$ cat src/rtl/sys_array_stream_host.sv
// sys_array_stream_host
//
// Host-side controller for the systolic fetcher. It collects a word-serial
// valid/ready stream into the B and A matrices, pulses load_params and
// start_comp into the fetcher, waits for the result, then streams the
// ARRAY_W x ARRAY_W result matrix back out with backpressure.
//
// Ports:
//   clk, reset_n        clock, asynchronous active-low reset
//   s_valid/s_ready     input word handshake; s_data carries B words, then A words
//   reuse_b             sampled in IDLE; skip the B load if B is already loaded
//   m_valid/m_ready     result word handshake; m_data is one result element,
//                       m_last marks the final element of a job
//   busy                high whenever the controller is not idle
//   load_params         one-cycle pulse after B is complete
//   start_comp          one-cycle pulse after A is complete
//   input_data_a/_b     matrices A and B; element [r][c] at flat index r*ARRAY_L+c
//   res_ready           fetcher result ready (sticky in the fetcher)
//   res_data            fetcher result; element [r][c] at flat index r*ARRAY_W+c
//
// Every output comes straight from a register. Output registers are loaded
// from the next state, so each output is aligned with the state it belongs to.
module sys_array_stream_host #(
  parameter int DATA_WIDTH   = 8,
  parameter int ARRAY_W      = 4,
  parameter int ARRAY_L      = 4,
  // Must not exceed 65535; the wait counter is 16 bits wide.
  parameter int COMP_LATENCY = ARRAY_L + 2*ARRAY_W + 4
) (
  input  logic                                    clk,
  input  logic                                    reset_n,
  input  logic                                    s_valid,
  output logic                                    s_ready,
  input  logic [DATA_WIDTH-1:0]                   s_data,
  input  logic                                    reuse_b,
  output logic                                    m_valid,
  input  logic                                    m_ready,
  output logic [2*DATA_WIDTH-1:0]                 m_data,
  output logic                                    m_last,
  output logic                                    busy,
  output logic                                    load_params,
  output logic                                    start_comp,
  output logic [ARRAY_W*ARRAY_L*DATA_WIDTH-1:0]   input_data_a,
  output logic [ARRAY_W*ARRAY_L*DATA_WIDTH-1:0]   input_data_b,
  input  logic                                    res_ready,
  input  logic [ARRAY_W*ARRAY_W*2*DATA_WIDTH-1:0] res_data
);

  localparam int NIN    = ARRAY_W * ARRAY_L;
  localparam int NOUT   = ARRAY_W * ARRAY_W;
  localparam int NMAX   = (NIN > NOUT) ? NIN : NOUT;
  localparam int IDX_W  = $clog2(NMAX + 1);
  localparam int RES_EW = 2 * DATA_WIDTH;
  localparam int MAT_W  = NIN * DATA_WIDTH;
  localparam int RES_W  = NOUT * RES_EW;

  localparam logic [IDX_W-1:0] LAST_IN  = IDX_W'(NIN - 1);
  localparam logic [IDX_W-1:0] LAST_OUT = IDX_W'(NOUT - 1);
  localparam logic [IDX_W-1:0] IDX_ONE  = IDX_W'(1);
  localparam logic [15:0]      CNT_INIT = 16'(COMP_LATENCY);

  typedef enum logic [2:0] {
    IDLE   = 3'd0,
    LOAD_B = 3'd1,
    PARAM  = 3'd2,
    LOAD_A = 3'd3,
    START  = 3'd4,
    WAIT   = 3'd5,
    UNLOAD = 3'd6
  } state_t;

  state_t               state_q, state_d;
  logic [IDX_W-1:0]     idx_q, idx_d;
  logic [15:0]          cnt_q, cnt_d;
  logic                 b_loaded_q, b_loaded_d;
  logic [MAT_W-1:0]     a_q, a_d;
  logic [MAT_W-1:0]     b_q, b_d;
  logic [RES_W-1:0]     res_q, res_d;

  logic                 s_ready_q, s_ready_d;
  logic                 m_valid_q, m_valid_d;
  logic [RES_EW-1:0]    m_data_q, m_data_d;
  logic                 m_last_q, m_last_d;
  logic                 busy_q, busy_d;
  logic                 load_params_q, load_params_d;
  logic                 start_comp_q, start_comp_d;

  logic                 hs_in;
  logic                 hs_out;

  assign hs_in  = s_valid & s_ready_q;
  assign hs_out = m_valid_q & m_ready;

  always_comb begin
    state_d    = state_q;
    idx_d      = idx_q;
    cnt_d      = cnt_q;
    b_loaded_d = b_loaded_q;
    a_d        = a_q;
    b_d        = b_q;
    res_d      = res_q;

    case (state_q)
      IDLE: begin
        // Only decides which matrix to fill; the word itself is taken once
        // s_ready is up in the load state.
        if (s_valid) begin
          state_d = (reuse_b && b_loaded_q) ? LOAD_A : LOAD_B;
        end
      end
      LOAD_B: begin
        if (hs_in) begin
          b_d[idx_q*DATA_WIDTH +: DATA_WIDTH] = s_data;
          if (idx_q == LAST_IN) begin
            idx_d   = '0;
            state_d = PARAM;
          end else begin
            idx_d = idx_q + IDX_ONE;
          end
        end
      end
      PARAM: begin
        b_loaded_d = 1'b1;
        state_d    = LOAD_A;
      end
      LOAD_A: begin
        if (hs_in) begin
          a_d[idx_q*DATA_WIDTH +: DATA_WIDTH] = s_data;
          if (idx_q == LAST_IN) begin
            idx_d   = '0;
            state_d = START;
          end else begin
            idx_d = idx_q + IDX_ONE;
          end
        end
      end
      START: begin
        cnt_d   = CNT_INIT;
        state_d = WAIT;
      end
      WAIT: begin
        // res_ready is sticky in the fetcher and may still be high from the
        // previous job, so it is only trusted once the counter has expired.
        if (cnt_q != 16'd0) begin
          cnt_d = cnt_q - 16'd1;
        end else if (res_ready) begin
          res_d   = res_data;
          idx_d   = '0;
          state_d = UNLOAD;
        end
      end
      UNLOAD: begin
        if (hs_out) begin
          if (idx_q == LAST_OUT) begin
            idx_d   = '0;
            state_d = IDLE;
          end else begin
            idx_d = idx_q + IDX_ONE;
          end
        end
      end
      default: begin
        state_d = IDLE;
      end
    endcase

    // Output registers follow the next state so they line up with it.
    s_ready_d     = (state_d == LOAD_B) || (state_d == LOAD_A);
    m_valid_d     = (state_d == UNLOAD);
    busy_d        = (state_d != IDLE);
    load_params_d = (state_d == PARAM);
    start_comp_d  = (state_d == START);
    m_data_d      = '0;
    m_last_d      = 1'b0;
    if (state_d == UNLOAD) begin
      // Re-reads the same element while stalled, so m_data holds.
      m_data_d = res_d[idx_d*RES_EW +: RES_EW];
      m_last_d = (idx_d == LAST_OUT);
    end
  end

  always_ff @(posedge clk or negedge reset_n) begin
    if (!reset_n) begin
      state_q       <= IDLE;
      idx_q         <= '0;
      cnt_q         <= '0;
      b_loaded_q    <= 1'b0;
      a_q           <= '0;
      b_q           <= '0;
      res_q         <= '0;
      s_ready_q     <= 1'b0;
      m_valid_q     <= 1'b0;
      m_data_q      <= '0;
      m_last_q      <= 1'b0;
      busy_q        <= 1'b0;
      load_params_q <= 1'b0;
      start_comp_q  <= 1'b0;
    end else begin
      state_q       <= state_d;
      idx_q         <= idx_d;
      cnt_q         <= cnt_d;
      b_loaded_q    <= b_loaded_d;
      a_q           <= a_d;
      b_q           <= b_d;
      res_q         <= res_d;
      s_ready_q     <= s_ready_d;
      m_valid_q     <= m_valid_d;
      m_data_q      <= m_data_d;
      m_last_q      <= m_last_d;
      busy_q        <= busy_d;
      load_params_q <= load_params_d;
      start_comp_q  <= start_comp_d;
    end
  end

  assign s_ready      = s_ready_q;
  assign m_valid      = m_valid_q;
  assign m_data       = m_data_q;
  assign m_last       = m_last_q;
  assign busy         = busy_q;
  assign load_params  = load_params_q;
  assign start_comp   = start_comp_q;
  assign input_data_a = a_q;
  assign input_data_b = b_q;

endmodule
$ cat config.mk
export PLATFORM = sky130hd
export DESIGN_NAME = sys_array_stream_host
export DESIGN_NICKNAME = d
export VERILOG_FILES = /design/src/rtl/sys_array_stream_host.sv
export SDC_FILE = /design/constraint.sdc
export NUM_CORES = 1
export LEC_CHECK = 0
export CORE_MARGIN = 10
export CORE_UTILIZATION = 40
export DETAILED_ROUTE_END_ITERATION = 10
export PLACE_DENSITY_LB_ADDON = 0.12
export REMOVE_ABC_BUFFERS = 1
export SETUP_SLACK_MARGIN = 0.02
export SYNTH_ARGS = -nofsm -noshare
export SYNTH_HDL_FRONTEND = slang
export SYNTH_SLANG_ARGS = --single-unit
$ cat constraint.sdc
create_clock -name clk -period 2.6 [get_ports clk]
set_clock_uncertainty 0.05 [all_clocks]
set_input_delay 0.39 -clock clk [delete_from_list [all_inputs] [get_ports clk]]
set_output_delay 0.39 -clock clk [all_outputs]
set_load 0.005 [all_outputs]
Word-level counts from Yosys, hierarchy flattened --
Cells that the tools add are included.
Cells by class: add/sub/neg operators 3, muxes and demuxes 26, reduce and logical (&&, ||, !) cells 10, shift operators 3, bitwise operators 2, eq/ne operators 14
Operators by type and width (count):
- two-way mux 256 bit | 3
- bitwise mux 128 bit | 2
- variable part select 256 x 10 -> 16 bit | 1
- variable shift 8 x 34 -> 128 bit (first input constant) | 1
- variable part select 8 x 34 -> 128 bit | 1
- negator 8 -> 34 bit | 1
- two-way mux 16 bit | 2
- one-hot mux 16 bit (2 select lines) | 1
- two-way mux 3 bit | 9
- two-way mux 5 bit | 5
- one-hot mux 3 bit (7 select lines) | 1
- nonzero test 16 bit | 1
- subtractor 16 x 1 -> 16 bit (second input constant) | 1
- equality test 3 bit (second input constant) | 5
- one-hot mux 5 bit (3 select lines) | 1
- equality test 3 x 2 -> 1 bit (second input constant) | 4
- equality test 5 x 4 -> 1 bit (second input constant) | 2
- equality test 3 x 1 -> 1 bit (second input constant) | 2
- AND reduction 2 bit | 3
- adder 5 x 1 -> 5 bit (second input constant) | 1
- logical NOT 3 bit | 1
- nonzero test 3 bit | 1
- bitwise AND 1 bit | 2
- two-way mux 2 bit | 1
- 6 further kinds | 6
Storage, ports and cells: output and inout port bits 278, logic and storage cells 72, bits in registers 559

Depth between registers and ports, before layout --
depth after elaboration 6, mapped depth 14

Least setup slack after synthesis --
Ideal clock, no wire load.
kind reg-to-reg, from register idx_q[0], to register a_q[32] (netlist: input_data_a[32]), required time 2.425 ns, clock period less this slack 2.849 ns, buffers on the path 2, slack -0.249 ns, cell stages (with the launch flop) 11, arrival time 2.674 ns, cells stage by stage dfrtp_1 > clkbuf_1 > inv_1 > ha_1 > nor3b_1 > ha_1 > nand2_1 > or3_1 > clkbuf_1 > nor2_1 > mux2_2
Between the ends: longest elaborated chain between the ends 3, elaborated cells on any way between the ends 4, those cells by class 1 x add/sub; 2 x shift; 1 x mux
RTL lines:
- from (decl) | RTL line 73 | logic [IDX_W-1:0] idx_q, idx_d;
- from (signal assigned) | RTL line 200 | idx_q <= idx_d;
- negator 8 -> 34 bit * | RTL line 128 | a_d[idx_q*DATA_WIDTH +: DATA_WIDTH] = s_data;
- variable part select 8 x 34 -> 128 bit or variable shift 8 x 34 -> 128 bit (tied branches) | RTL line 128
- bitwise mux 128 bit * | RTL line 128
- to (signal assigned) | RTL line 188 | a_q <= '0;
- to (signal assigned) | RTL line 203 | a_q <= a_d;
- to (decl) | RTL line 76 | logic [MAT_W-1:0] a_q, a_d;
Every way passes the cells marked *; elsewhere a longest branch is shown, timed or not. A chain may end at the register's enable or synchronous reset.

Final worst setup path --
from register cnt_q[1], to register m_data_q[6] (netlist: m_data[6])
Between the ends: longest elaborated chain between the ends 5, elaborated cells on any way between the ends 10, those cells by class 1 x eq/ne; 1 x shift; 7 x mux; 1 x reduce/logical
RTL lines:
- from (decl) | RTL line 74 | logic [15:0] cnt_q, cnt_d;
- from (signal assigned) | RTL line 201 | cnt_q <= cnt_d;
- nonzero test 16 bit * | RTL line 144 | if (cnt_q != 16'd0) begin
- two-way mux 5 bit, or another cell as far along | RTL line 144
- one-hot mux 5 bit (3 select lines), or another cell as far along | RTL line 103 | case (state_q)
- variable part select 256 x 10 -> 16 bit or equality test 3 bit (tied branches) | RTL line 177, 175
- two-way mux 16 bit * | RTL line 175 | if (state_d == UNLOAD) begin
- via m_data_d[6] | RTL line 82 | logic [RES_EW-1:0] m_data_q, m_data_d;
- to (signal assigned) | RTL line 208 | m_data_q <= m_data_d;
- to (decl) | RTL line 82
The timed path passes the listed nets; every way through them passes the cells marked *.

==> metrics <==
fmax 341 MHz; first-pass GRT wire length 133 mm; CTS Buffer Depth 3; Final setup violation count 16; Yosys reg bits 559; yosys warns 0; Die ar. 71700 sq um; distinct cell type count after synthesis 63; status finished, violations left; fin cells 4178; # Max-Cap Violations 0; Hold Fails Final Rpt 0; most common cell after layout, fill and taps aside nand2_1; RSZ-0062 raised after global routing true; Setup CP Type flip-flop to flip-flop; Syn Area/Cell 9.49 sq um; critical-path maximum fanout 12; initial core utilization 40.5%; Worst setup EP type flip-flop; 1st-pass router iterations 6; Synth Area in Compound Gates 9.29%; Worst Hold Launch res_data[56]; DIE HEIGHT 268 um; antenna-violating nets left 0; I/O pin cnt 548; Die X-Extent 268 um; Startpoint Class flip-flop; Placed Cells 4010; Routed WL per cell 21.2 um; final setup margin -332 ps; HPWL after detailed placement 64.9 mm; failing checks setup timing; GRT Resource Usage Total 23.9%; worst slew pin tran 814 ps; Mapped Area 24500 sq um; Setup crit start cnt_q[1]; share of layout cells above drive strength 1 20.1%; Initial DRC Count 1635; largest net degree at the start of global routing 82; htree depth 2; vias in the first global route 22500; total congestion overflow 0; FF-to-FF Start cnt_q[1]; P_leak 17.3 nW; Power Density 977 nW/um^2; drt drc 0; CP required 3080 ps; WL final 88.7 mm; post-synthesis cell count 2586; P&R area growth vs syn 47.8%; Min-Delay Path Class input pin to flip-flop; Post-Synth XOR/XNOR Area 0.428%; Vias 21600; via/cell ratio 5.18; count of pins over their slew limit 0; Synth Area in Adders 0.204%; Num Clock Sinks 559; Period Utilization, post-route 113%; EDFF count, synth 0; IO buf count 547; Final nets 3622; asr flop ratio synth 100%; num rows 90; total CTS buffers 59; root buffer cell clkbuf_16; simple-gate share of the synthesized area 19.8%; top_reg_cell synth dfrtp_1; most frequent cells in the layout nand2_1 (914), dfrtp_1 (556), clkdlybuf4s50_1 (546); core area 60600 sq um; initial antenna violation count 2; Setup TNS -4340 ps; mux share of post-synthesis cell area 9.25%; CTS tree built; arrival time worst endpoint 3410 ps; worst-skew pair later-pin latency 630 ps; combinational family with the most area after synthesis simple AND/OR/NAND/NOR gates; fillers 5110; post-route minimum period 2930 ps; headroom to the max-slew limit 45.6%; Reg clk slew, reported paths 70 ps; register area share after synthesis 57.0%; Final GP Congestion 0.868; IR Drop Worst-Case VDD 0.616 mV
-- per-stage QoR --
step,hold WS [ps],setup slack (ps),total power [mW],cell area (sq um),utilization (%)
global placement,342,-571,24.5,32800,54.1
detailed placement,334,-663,24.7,32800,54.1
global route,244,-480,37.3,36300,59.9
floorplan,44.4,-13240,16.8,23800,-
CTS,214,-262,34.9,35700,58.9
finish,240,-332,35.4,36300,59.9
-- cell usage after synthesis (2+ instances only) --
cell type | count | share of area, %
and4bb_2 | 2 | 0.10
nor4b_1 | 2 | 0.071
o31a_1 | 4 | 0.14
a22o_1 | 3 | 0.11
o22ai_1 | 13 | 0.33
a21oi_1 | 53 | 1.1
or2_2 | 3 | 0.076
a31o_2 | 15 | 0.54
buf_2 | 52 | 1.1
o311a_1 | 4 | 0.16
or3_1 | 10 | 0.25
nor3_1 | 17 | 0.35
nor2b_1 | 2 | 0.051
nand4_1 | 3 | 0.076
clkbuf_1 | 91 | 1.4
a2111oi_0 | 10 | 0.36
buf_1 | 7 | 0.11
ha_1 | 4 | 0.20
nand2_1 | 922 | 14
nand2b_1 | 6 | 0.15
mux2i_1 | 67 | 2.7
o21ai_0 | 159 | 3.2
nor2_2 | 5 | 0.13
o211ai_1 | 20 | 0.61
o211a_1 | 2 | 0.082
inv_2 | 3 | 0.046
mux2_2 | 142 | 6.5
xor2_1 | 5 | 0.18
a31oi_1 | 35 | 0.89
and2_1 | 8 | 0.20
a21o_1 | 2 | 0.061
a31oi_4 | 2 | 0.17
dfrtp_1 | 559 | 57
and3_1 | 13 | 0.33
nand3_1 | 67 | 1.4
a211oi_1 | 30 | 0.92
nor2_1 | 121 | 1.9
o2111a_1 | 2 | 0.092
xnor2_1 | 7 | 0.25
inv_1 | 67 | 1.0
nor4_1 | 10 | 0.25
a41oi_1 | 4 | 0.14
a211o_1 | 3 | 0.11
buf_4 | 11 | 0.34
-- routing by layer --
layer  up-vias  routed length, um  GRT usage, %
met3       163               6920          5.74
met1     10600              34500          28.6
met2       786              44400          41.7
met5         -                 17             0
li1      10100                  -             -
met4         2               2810          8.18
-- layout make-up --
type	count	area, sq um	area share, %
Sequential cell	559	14000	38.6
Multi-Input combinational cell	1795	10200	28.1
Timing Repair Buffer	863	8860	24.4
Clock buffer	88	1770	4.87
Tap cell	782	978	2.70
Inverter	70	273	0.752
Clock inverter	20	213	0.586
Antenna cell	1	2.50	0.00690
-- power by group --
part	total, mW	internal, mW	switching (mW)
registers	11.9	10.6	1.26
clock network	8.61	5.06	3.55
logic	15.0	7.38	7.58
total	35.4	23.1	12.4
-- critical path, cell delays in order, from the launching register on --
cell,delay (ps)
dfrtp_1,390
inv_2,90
ha_4,130
nor4b_4,270
nand4_4,180
buf_6,160
or2_4,280
a31oi_4,220
buf_4,170
buf_12,140
buf_4,140
o21ai_1,100
o22ai_4,170
a2111oi_2,90
a211oi_1,240
-- flip-flops by register name, indices dropped and copies added, names as in the netlist, 3 cells and up --
signal and count:
res_q 256, input_data_b 128, input_data_a 128, m_data 16, idx_q 5, state_q 3, cnt_q 16
-- cells by family (layout without fill, tap and decap cells) --
family / after synthesis / in the layout
and+or+nand+nor: 1202 / 1202
AOI/OAI and AO/OA: 368 / 368
other: 0 / 1
DFF: 559 / 559
xor gates and xnor gates: 12 / 12
buffers and inverters: 232 / 1041
adders and majority gates: 4 / 4
muxes: 209 / 209
-- what timing repair did --
action | in CTS | in global routing
resized for setup | 88 | 110
hold buffers | 1 | 0
pin swaps | 41 | 24
setup endpoints to repair | 116 | 179
cloned | 8 | 2
buffers inserted | 34 | 16
hold endpoints to repair | 44 | 0
-- path summary, 6_finish.rpt --
| path | endpoint | slack, ps | cells past startpoint |
|---|---|---|---|
| worst max-delay path | m_data[6] | -330 | 14 |
| worst min-delay path | res_q[56] | 240 | 3 |
| worst max register to register | m_data[6] | -330 | 14 |
| worst min register to register | res_q[252] | 410 | 2 |
| max in group asynchronous | res_q[117] | 1340 | 3 |
| min in group asynchronous | input_data_b[56] | 260 | 2 |
No activity file was read; power rests on OpenSTA's default activity.
